<file path="src/rtl/uart_prog_loader_pkg.sv">
// Shared types and constants for the UART program loader.
package uart_prog_loader_pkg;

    typedef enum logic [1:0] {
        RX_IDLE  = 2'd0,
        RX_START = 2'd1,
        RX_DATA  = 2'd2,
        RX_STOP  = 2'd3
    } rx_state_e;

    localparam logic [31:0] END_WORD_DEFAULT = 32'h0000_0FFF;

endpackage

</file>
<file path="src/rtl/uart_prog_loader_rx.sv">
// 8N1 UART receiver: 2-flop input synchronizer plus bit-timing FSM.
module uart_rx
    import uart_prog_loader_pkg::*;
#(
    parameter int unsigned CLKS_PER_BIT = 347
) (
    input  logic       clk_i,
    input  logic       rst_ni,
    input  logic       rx_i,
    output logic [7:0] byte_o,
    output logic       byte_valid_o,
    output logic       frame_err_o
);

    localparam int unsigned TW = $clog2(CLKS_PER_BIT);
    localparam logic [TW-1:0] BIT_END  = TW'(CLKS_PER_BIT - 1);
    localparam logic [TW-1:0] HALF_END = TW'(CLKS_PER_BIT / 2 - 1);

    logic [1:0]    sync_q;
    logic          rx_s;
    rx_state_e     state_q;
    logic [TW-1:0] timer_q;
    logic [2:0]    bit_idx_q;
    logic [7:0]    shift_q;
    logic [7:0]    byte_q;
    logic          valid_q;
    logic          ferr_q;

    assign rx_s = sync_q[1];

    // Two-stage synchronizer; idles high so reset does not look like a start bit.
    always_ff @(posedge clk_i or negedge rst_ni) begin
        if (!rst_ni) begin
            sync_q <= 2'b11;
        end else begin
            sync_q <= {sync_q[0], rx_i};
        end
    end

    // Receive FSM with registered byte/strobe outputs.
    always_ff @(posedge clk_i or negedge rst_ni) begin
        if (!rst_ni) begin
            state_q   <= RX_IDLE;
            timer_q   <= '0;
            bit_idx_q <= 3'd0;
            shift_q   <= 8'h00;
            byte_q    <= 8'h00;
            valid_q   <= 1'b0;
            ferr_q    <= 1'b0;
        end else begin
            valid_q <= 1'b0;
            ferr_q  <= 1'b0;
            case (state_q)
                RX_IDLE: begin
                    if (!rx_s) begin
                        state_q <= RX_START;
                        timer_q <= '0;
                    end
                end
                RX_START: begin
                    if (timer_q == HALF_END) begin
                        timer_q   <= '0;
                        bit_idx_q <= 3'd0;
                        state_q   <= rx_s ? RX_IDLE : RX_DATA;
                    end else begin
                        timer_q <= timer_q + TW'(1);
                    end
                end
                RX_DATA: begin
                    if (timer_q == BIT_END) begin
                        timer_q   <= '0;
                        shift_q   <= {rx_s, shift_q[7:1]};
                        bit_idx_q <= bit_idx_q + 3'd1;
                        if (bit_idx_q == 3'd7) begin
                            state_q <= RX_STOP;
                        end
                    end else begin
                        timer_q <= timer_q + TW'(1);
                    end
                end
                RX_STOP: begin
                    if (timer_q == BIT_END) begin
                        timer_q <= '0;
                        state_q <= RX_IDLE;
                        if (rx_s) begin
                            byte_q  <= shift_q;
                            valid_q <= 1'b1;
                        end else begin
                            ferr_q <= 1'b1;
                        end
                    end else begin
                        timer_q <= timer_q + TW'(1);
                    end
                end
                default: begin
                    state_q <= RX_IDLE;
                    timer_q <= '0;
                end
            endcase
        end
    end

    assign byte_o       = byte_q;
    assign byte_valid_o = valid_q;
    assign frame_err_o  = ferr_q;

endmodule

</file>
<file path="src/rtl/uart_prog_loader.sv">
// Streams a little-endian program image from UART into instruction memory,
// holding the core in reset until the end-of-image marker word arrives.
module uart_prog_loader
    import uart_prog_loader_pkg::*;
#(
    parameter int unsigned CLKS_PER_BIT = 347,
    parameter int unsigned ADDR_W       = 10,
    parameter logic [31:0] END_WORD     = END_WORD_DEFAULT
) (
    input  logic              clk_i,
    input  logic              rst_ni,
    input  logic              rx_i,
    output logic              imem_we_o,
    output logic [ADDR_W-1:0] imem_addr_o,
    output logic [31:0]       imem_wdata_o,
    output logic              core_rst_no,
    output logic              done_o,
    output logic              err_o
);

    logic [7:0]        rx_byte_s;
    logic              byte_valid_s;
    logic              frame_err_s;
    logic [31:0]       full_word_s;

    logic [1:0]        byte_cnt_q, byte_cnt_d;
    logic [31:0]       word_q, word_d;
    logic [ADDR_W:0]   addr_q, addr_d;
    logic [ADDR_W-1:0] addr_out_q, addr_out_d;
    logic [31:0]       wdata_q, wdata_d;
    logic              we_q, we_d;
    logic              done_q, done_d;
    logic              err_q, err_d;

    uart_rx #(
        .CLKS_PER_BIT(CLKS_PER_BIT)
    ) u_rx (
        .clk_i       (clk_i),
        .rst_ni      (rst_ni),
        .rx_i        (rx_i),
        .byte_o      (rx_byte_s),
        .byte_valid_o(byte_valid_s),
        .frame_err_o (frame_err_s)
    );

    // Word assembly and write decision; addr_q carries an extra MSB so overflow never wraps.
    always_comb begin
        byte_cnt_d  = byte_cnt_q;
        word_d      = word_q;
        addr_out_d  = addr_out_q;
        wdata_d     = wdata_q;
        we_d        = 1'b0;
        done_d      = done_q;
        err_d       = err_q | frame_err_s;
        full_word_s = {rx_byte_s, word_q[23:0]};
        if (we_q) begin
            addr_d = addr_q + {{ADDR_W{1'b0}}, 1'b1};
        end else begin
            addr_d = addr_q;
        end
        if (byte_valid_s && !done_q) begin
            byte_cnt_d = byte_cnt_q + 2'd1;
            case (byte_cnt_q)
                2'd0:    word_d[7:0]   = rx_byte_s;
                2'd1:    word_d[15:8]  = rx_byte_s;
                2'd2:    word_d[23:16] = rx_byte_s;
                default: word_d[31:24] = rx_byte_s;
            endcase
            if (byte_cnt_q == 2'd3) begin
                if (full_word_s == END_WORD) begin
                    done_d = 1'b1;
                end else if (!addr_q[ADDR_W]) begin
                    we_d       = 1'b1;
                    addr_out_d = addr_q[ADDR_W-1:0];
                    wdata_d    = full_word_s;
                end else begin
                    err_d = 1'b1;
                end
            end else begin
                we_d = 1'b0;
            end
        end else begin
            byte_cnt_d = byte_cnt_q;
        end
    end

    // Loader state and registered memory/reset outputs.
    always_ff @(posedge clk_i or negedge rst_ni) begin
        if (!rst_ni) begin
            byte_cnt_q <= 2'd0;
            word_q     <= 32'h0000_0000;
            addr_q     <= '0;
            addr_out_q <= '0;
            wdata_q    <= 32'h0000_0000;
            we_q       <= 1'b0;
            done_q     <= 1'b0;
            err_q      <= 1'b0;
        end else begin
            byte_cnt_q <= byte_cnt_d;
            word_q     <= word_d;
            addr_q     <= addr_d;
            addr_out_q <= addr_out_d;
            wdata_q    <= wdata_d;
            we_q       <= we_d;
            done_q     <= done_d;
            err_q      <= err_d;
        end
    end

    assign imem_we_o    = we_q;
    assign imem_addr_o  = addr_out_q;
    assign imem_wdata_o = wdata_q;
    assign core_rst_no  = done_q;
    assign done_o       = done_q;
    assign err_o        = err_q;

endmodule

</file>
<file path="config.mk">
export PLATFORM = sky130hd
export DESIGN_NAME = uart_prog_loader
export DESIGN_NICKNAME = d
export VERILOG_FILES = /design/src/rtl/uart_prog_loader_pkg.sv /design/src/rtl/uart_prog_loader_rx.sv /design/src/rtl/uart_prog_loader.sv
export SDC_FILE = /design/constraint.sdc
export NUM_CORES = 1
export LEC_CHECK = 0
export BUFFER_PORTS_ARGS = -buffer_cell sky130_fd_sc_hd__buf_2
export CAP_MARGIN = 20
export CORE_MARGIN = 2
export CORE_UTILIZATION = 60
export CTS_CLUSTER_SIZE = 16
export DETAILED_ROUTE_END_ITERATION = 10
export GPL_TIMING_DRIVEN = 0
export PLACE_DENSITY = 0.81
export SLEW_MARGIN = 0
export SYNTH_ARGS = -nofsm -noshare
export SYNTH_HDL_FRONTEND = slang
export SYNTH_HIERARCHICAL = 1
export SYNTH_SLANG_ARGS = --single-unit
</file>
<file path="constraint.sdc">
create_clock -name clk_i -period 3.45 [get_ports clk_i]
set_clock_uncertainty 0.15 [all_clocks]
set_input_delay 0.345 -clock clk_i [delete_from_list [all_inputs] [get_ports clk_i]]
set_output_delay 0.345 -clock clk_i [all_outputs]
set_load 0.1 [all_outputs]
</file>
==> impl_metrics.ini <==
[critical_path]
worstSetupPathType = reg2reg
critPathCaptureType = register
crit_required_ns = 3.69
crit_fanout = 10
critPathArrivalTime_ns = 3.02
worstSetupStartpointType = register

[synth]
synth_top_cell_area_share = 0.5908
yosys_register_bits = 116
syn-num-nets = 356
yosys-top-cells-count = dfrtp_1 (114), mux2_2 (80), nand2_1 (27)
synth_cell_area_sq_um = 4828
synth_largest_area_cell = dfrtp_1
yosysUniqueCellTypes = 41
proportion_of_synthesized_flip_flops_having_asynchronous_set_or_reset = 1.000
dominant_cell_by_count_in_the_synthesized_netlist = dfrtp_1
dominantRegCellSynth = dfrtp_1
syn-mean-instance-area_sq_um = 14.08
synth_edf_count = 0
seq_area_frac_synth = 0.6017
synth_top_cells_by_area = dfrtp_1 (59%), mux2_2 (19%), ha_1 (2.6%)
syn_inst = 343
ys_warnings = 6

[detailed_routing]
drt_drc_violations_left = 0
antenna_left = 0
vias = 2983
postRouteWirelength_um = 9119
dr.pass1.iters = 7
routed_wirelength_normalized_by_instance_count_um = 17.27
drtIter0Drc = 168
drt-vias-per-instance = 5.650

[die]
start_util = 0.6216
die-area_sq_um = 8781
die_width_um = 93.71
coreArea_sq_um = 7767
placementRows = 32
dieHeight_um = 93.71
ioPinCount = 49

[cells_and_area]
final_design_area_no_fill_sq_um = 5866
antennaDiodeCount = 0
nFillCells = 488
post_route_cells_drive_above_1_share = 0.4202
postLayoutCoreUtil = 0.7552
areaGrowthSynthToFinish_pct = 21.48
layout.nets = 426

[clock_network]
tritoncts = yes
clk_transition_reported_paths_ns = 0.06
hold_fix_buffers_cts = 2
post_cts.repair.setup_buffers = 0
clock_sink_count = 116
buffers_from_clock_root_to_sink_at_most = 2
htree_levels = 4
cts_inserted_buffers = 17
ctsResizeCount = 0
clkLatencyLatePin_ns = 0.51
clockRootBuffer = clkbuf_8

[global_routing]
number_of_antenna_violations_at_the_first_check_in_global_routing = 0
grt_usage = 0.2319
global_route.overflow_total = 0
grt_pass1_wl_um = 15300
grt_max_degree = 68
first_global_vias = 3057

[pwr]
vdd.ir_drop.worst_mv = 0.3705
power.density_cell_area_nw_per_um2 = 547.5
power.leakage_nw = 3.107
p_total_w = 0.003212

[run_status]
outcome = complete, no violations

[place]
dp.final_hpwl_um = 5775
routabilityCongestion = 0.7926
placedInstanceArea_sq_um = 5226
io_buffers = 48

[sta]
fin_worst_hold_slack_ns = 0.2046
rsz0062_at_grt = false
fin_hold_viols = 0
slew_violations = 0
fin_setup_tns_ns = 0
period_minus_slack_ns = 2.777
worstMarginPinSlew_ns = 1.041
layout_worst_path_cycle_share = 0.8048
timing.fmax_mhz = 360.2
timing.slew.headroom = 0.3010
finalSetupViolations = 0

[run]
max_cap_violations = 0

[hold_path]
hold_class = reg2reg
==> cells in the final DEF, fill, tap and decap left out, types with 3 or more instances in the layout <==
cell type	count
and3_1	4
buf_2	48
buf_6	5
bufinv_16	4
clkbuf_16	16
clkinv_4	4
clkinvlp_4	3
dfrtp_1	114
ha_1	10
inv_1	8
mux2_1	3
mux2_2	80
nand2_1	27
nand3_1	6
nand4_1	6
nor2_1	5
nor2b_1	6
nor3_1	6
nor4_1	5
o211ai_1	3
o21ai_0	11
o22ai_1	3
xnor2_1	11
xor2_1	3
==> per-layer routing <==
metal  GRT usage  part of all wire
met5           0                 0
met4      0.1135             0.020
met3     0.05457             0.036
met2      0.3619              0.50
met1      0.3076              0.44
==> worst paths after layout <==
kind / start / end / slack (ns) / cells past startpoint
max: word_q[17] / imem_wdata_o[30] / 0.67 / 5
min reg2reg: u_rx/sync_q[0] / u_rx/sync_q[1] / 0.20 / 0
min in group asynchronous: rst_ni / imem_wdata_o[16] / 0.26 / 2
max in group asynchronous: rst_ni / u_rx/sync_q[0] / 2.14 / 3
min: u_rx/sync_q[0] / u_rx/sync_q[1] / 0.20 / 0
max reg2reg: word_q[17] / imem_wdata_o[30] / 0.67 / 5
==> critical path: stages (launching register included) <==
cell and delay [ns]:
dfrtp_1 0.39, nor4_1 0.44, nand4_1 0.30, o41ai_4 0.78
buf_6 0.25, mux2_2 0.35
==> state kept, by name, indices dropped and copies added, names as in the netlist, named ones only <==
register	flops
u_rx/bit_idx_q	3
core_rst_no	1
u_rx/timer_q	9
u_rx/byte_o	8
u_rx/state_q	1
u_rx/frame_err_o	1
addr_q	11
imem_wdata_o	32
imem_addr_o	10
u_rx/sync_q	2
u_rx/shift_q	8
word_q	24
u_rx/byte_valid_o	1
byte_cnt_q	2
imem_we_o	1
err_o	1
==> through the flow <==
stage / cells / setup WS, ns
floorplan: 343 / 1.109
global placement: 493 / 0.5713
detailed placement: 494 / 0.7688
CTS: 528 / 0.6623
global route: 528 / 0.4911
finish: 528 / 0.6734
==> cell families (layout without fill, tap and decap cells) <==
group,after synthesis,after routing,synth area share
compound gates,26,26,0.03835
xor+xnor,14,14,0.02540
fa+ha+maj,10,10,0.02591
buf+inv,17,100,0.02410
flops,116,116,0.6017
mux,85,85,0.1977
simple gates,75,75,0.08681
==> power by group <==
part / total [W] / switching [W] / internal, W
clock network: 0.00181 / 0.000638 / 0.00118
logic: 0.0000327 / 0.0000268 / 0.00000594
registers: 0.00136 / 0.000000550 / 0.00136
==> final cells by class <==
cell class                 count  area, sq um  area share
inverter                       8        30.03    0.005119
clock inverter                15        205.2     0.03498
tap                          102        127.6     0.02176
timing repair buffer          51        290.3     0.04949
buffer                         9        86.33     0.01472
clock buffer                  17        414.1     0.07061
sequential                   116         2905      0.4953
multi-input combinational    210         1807      0.3080
Note: power is estimated with default switching activity, not from simulation.
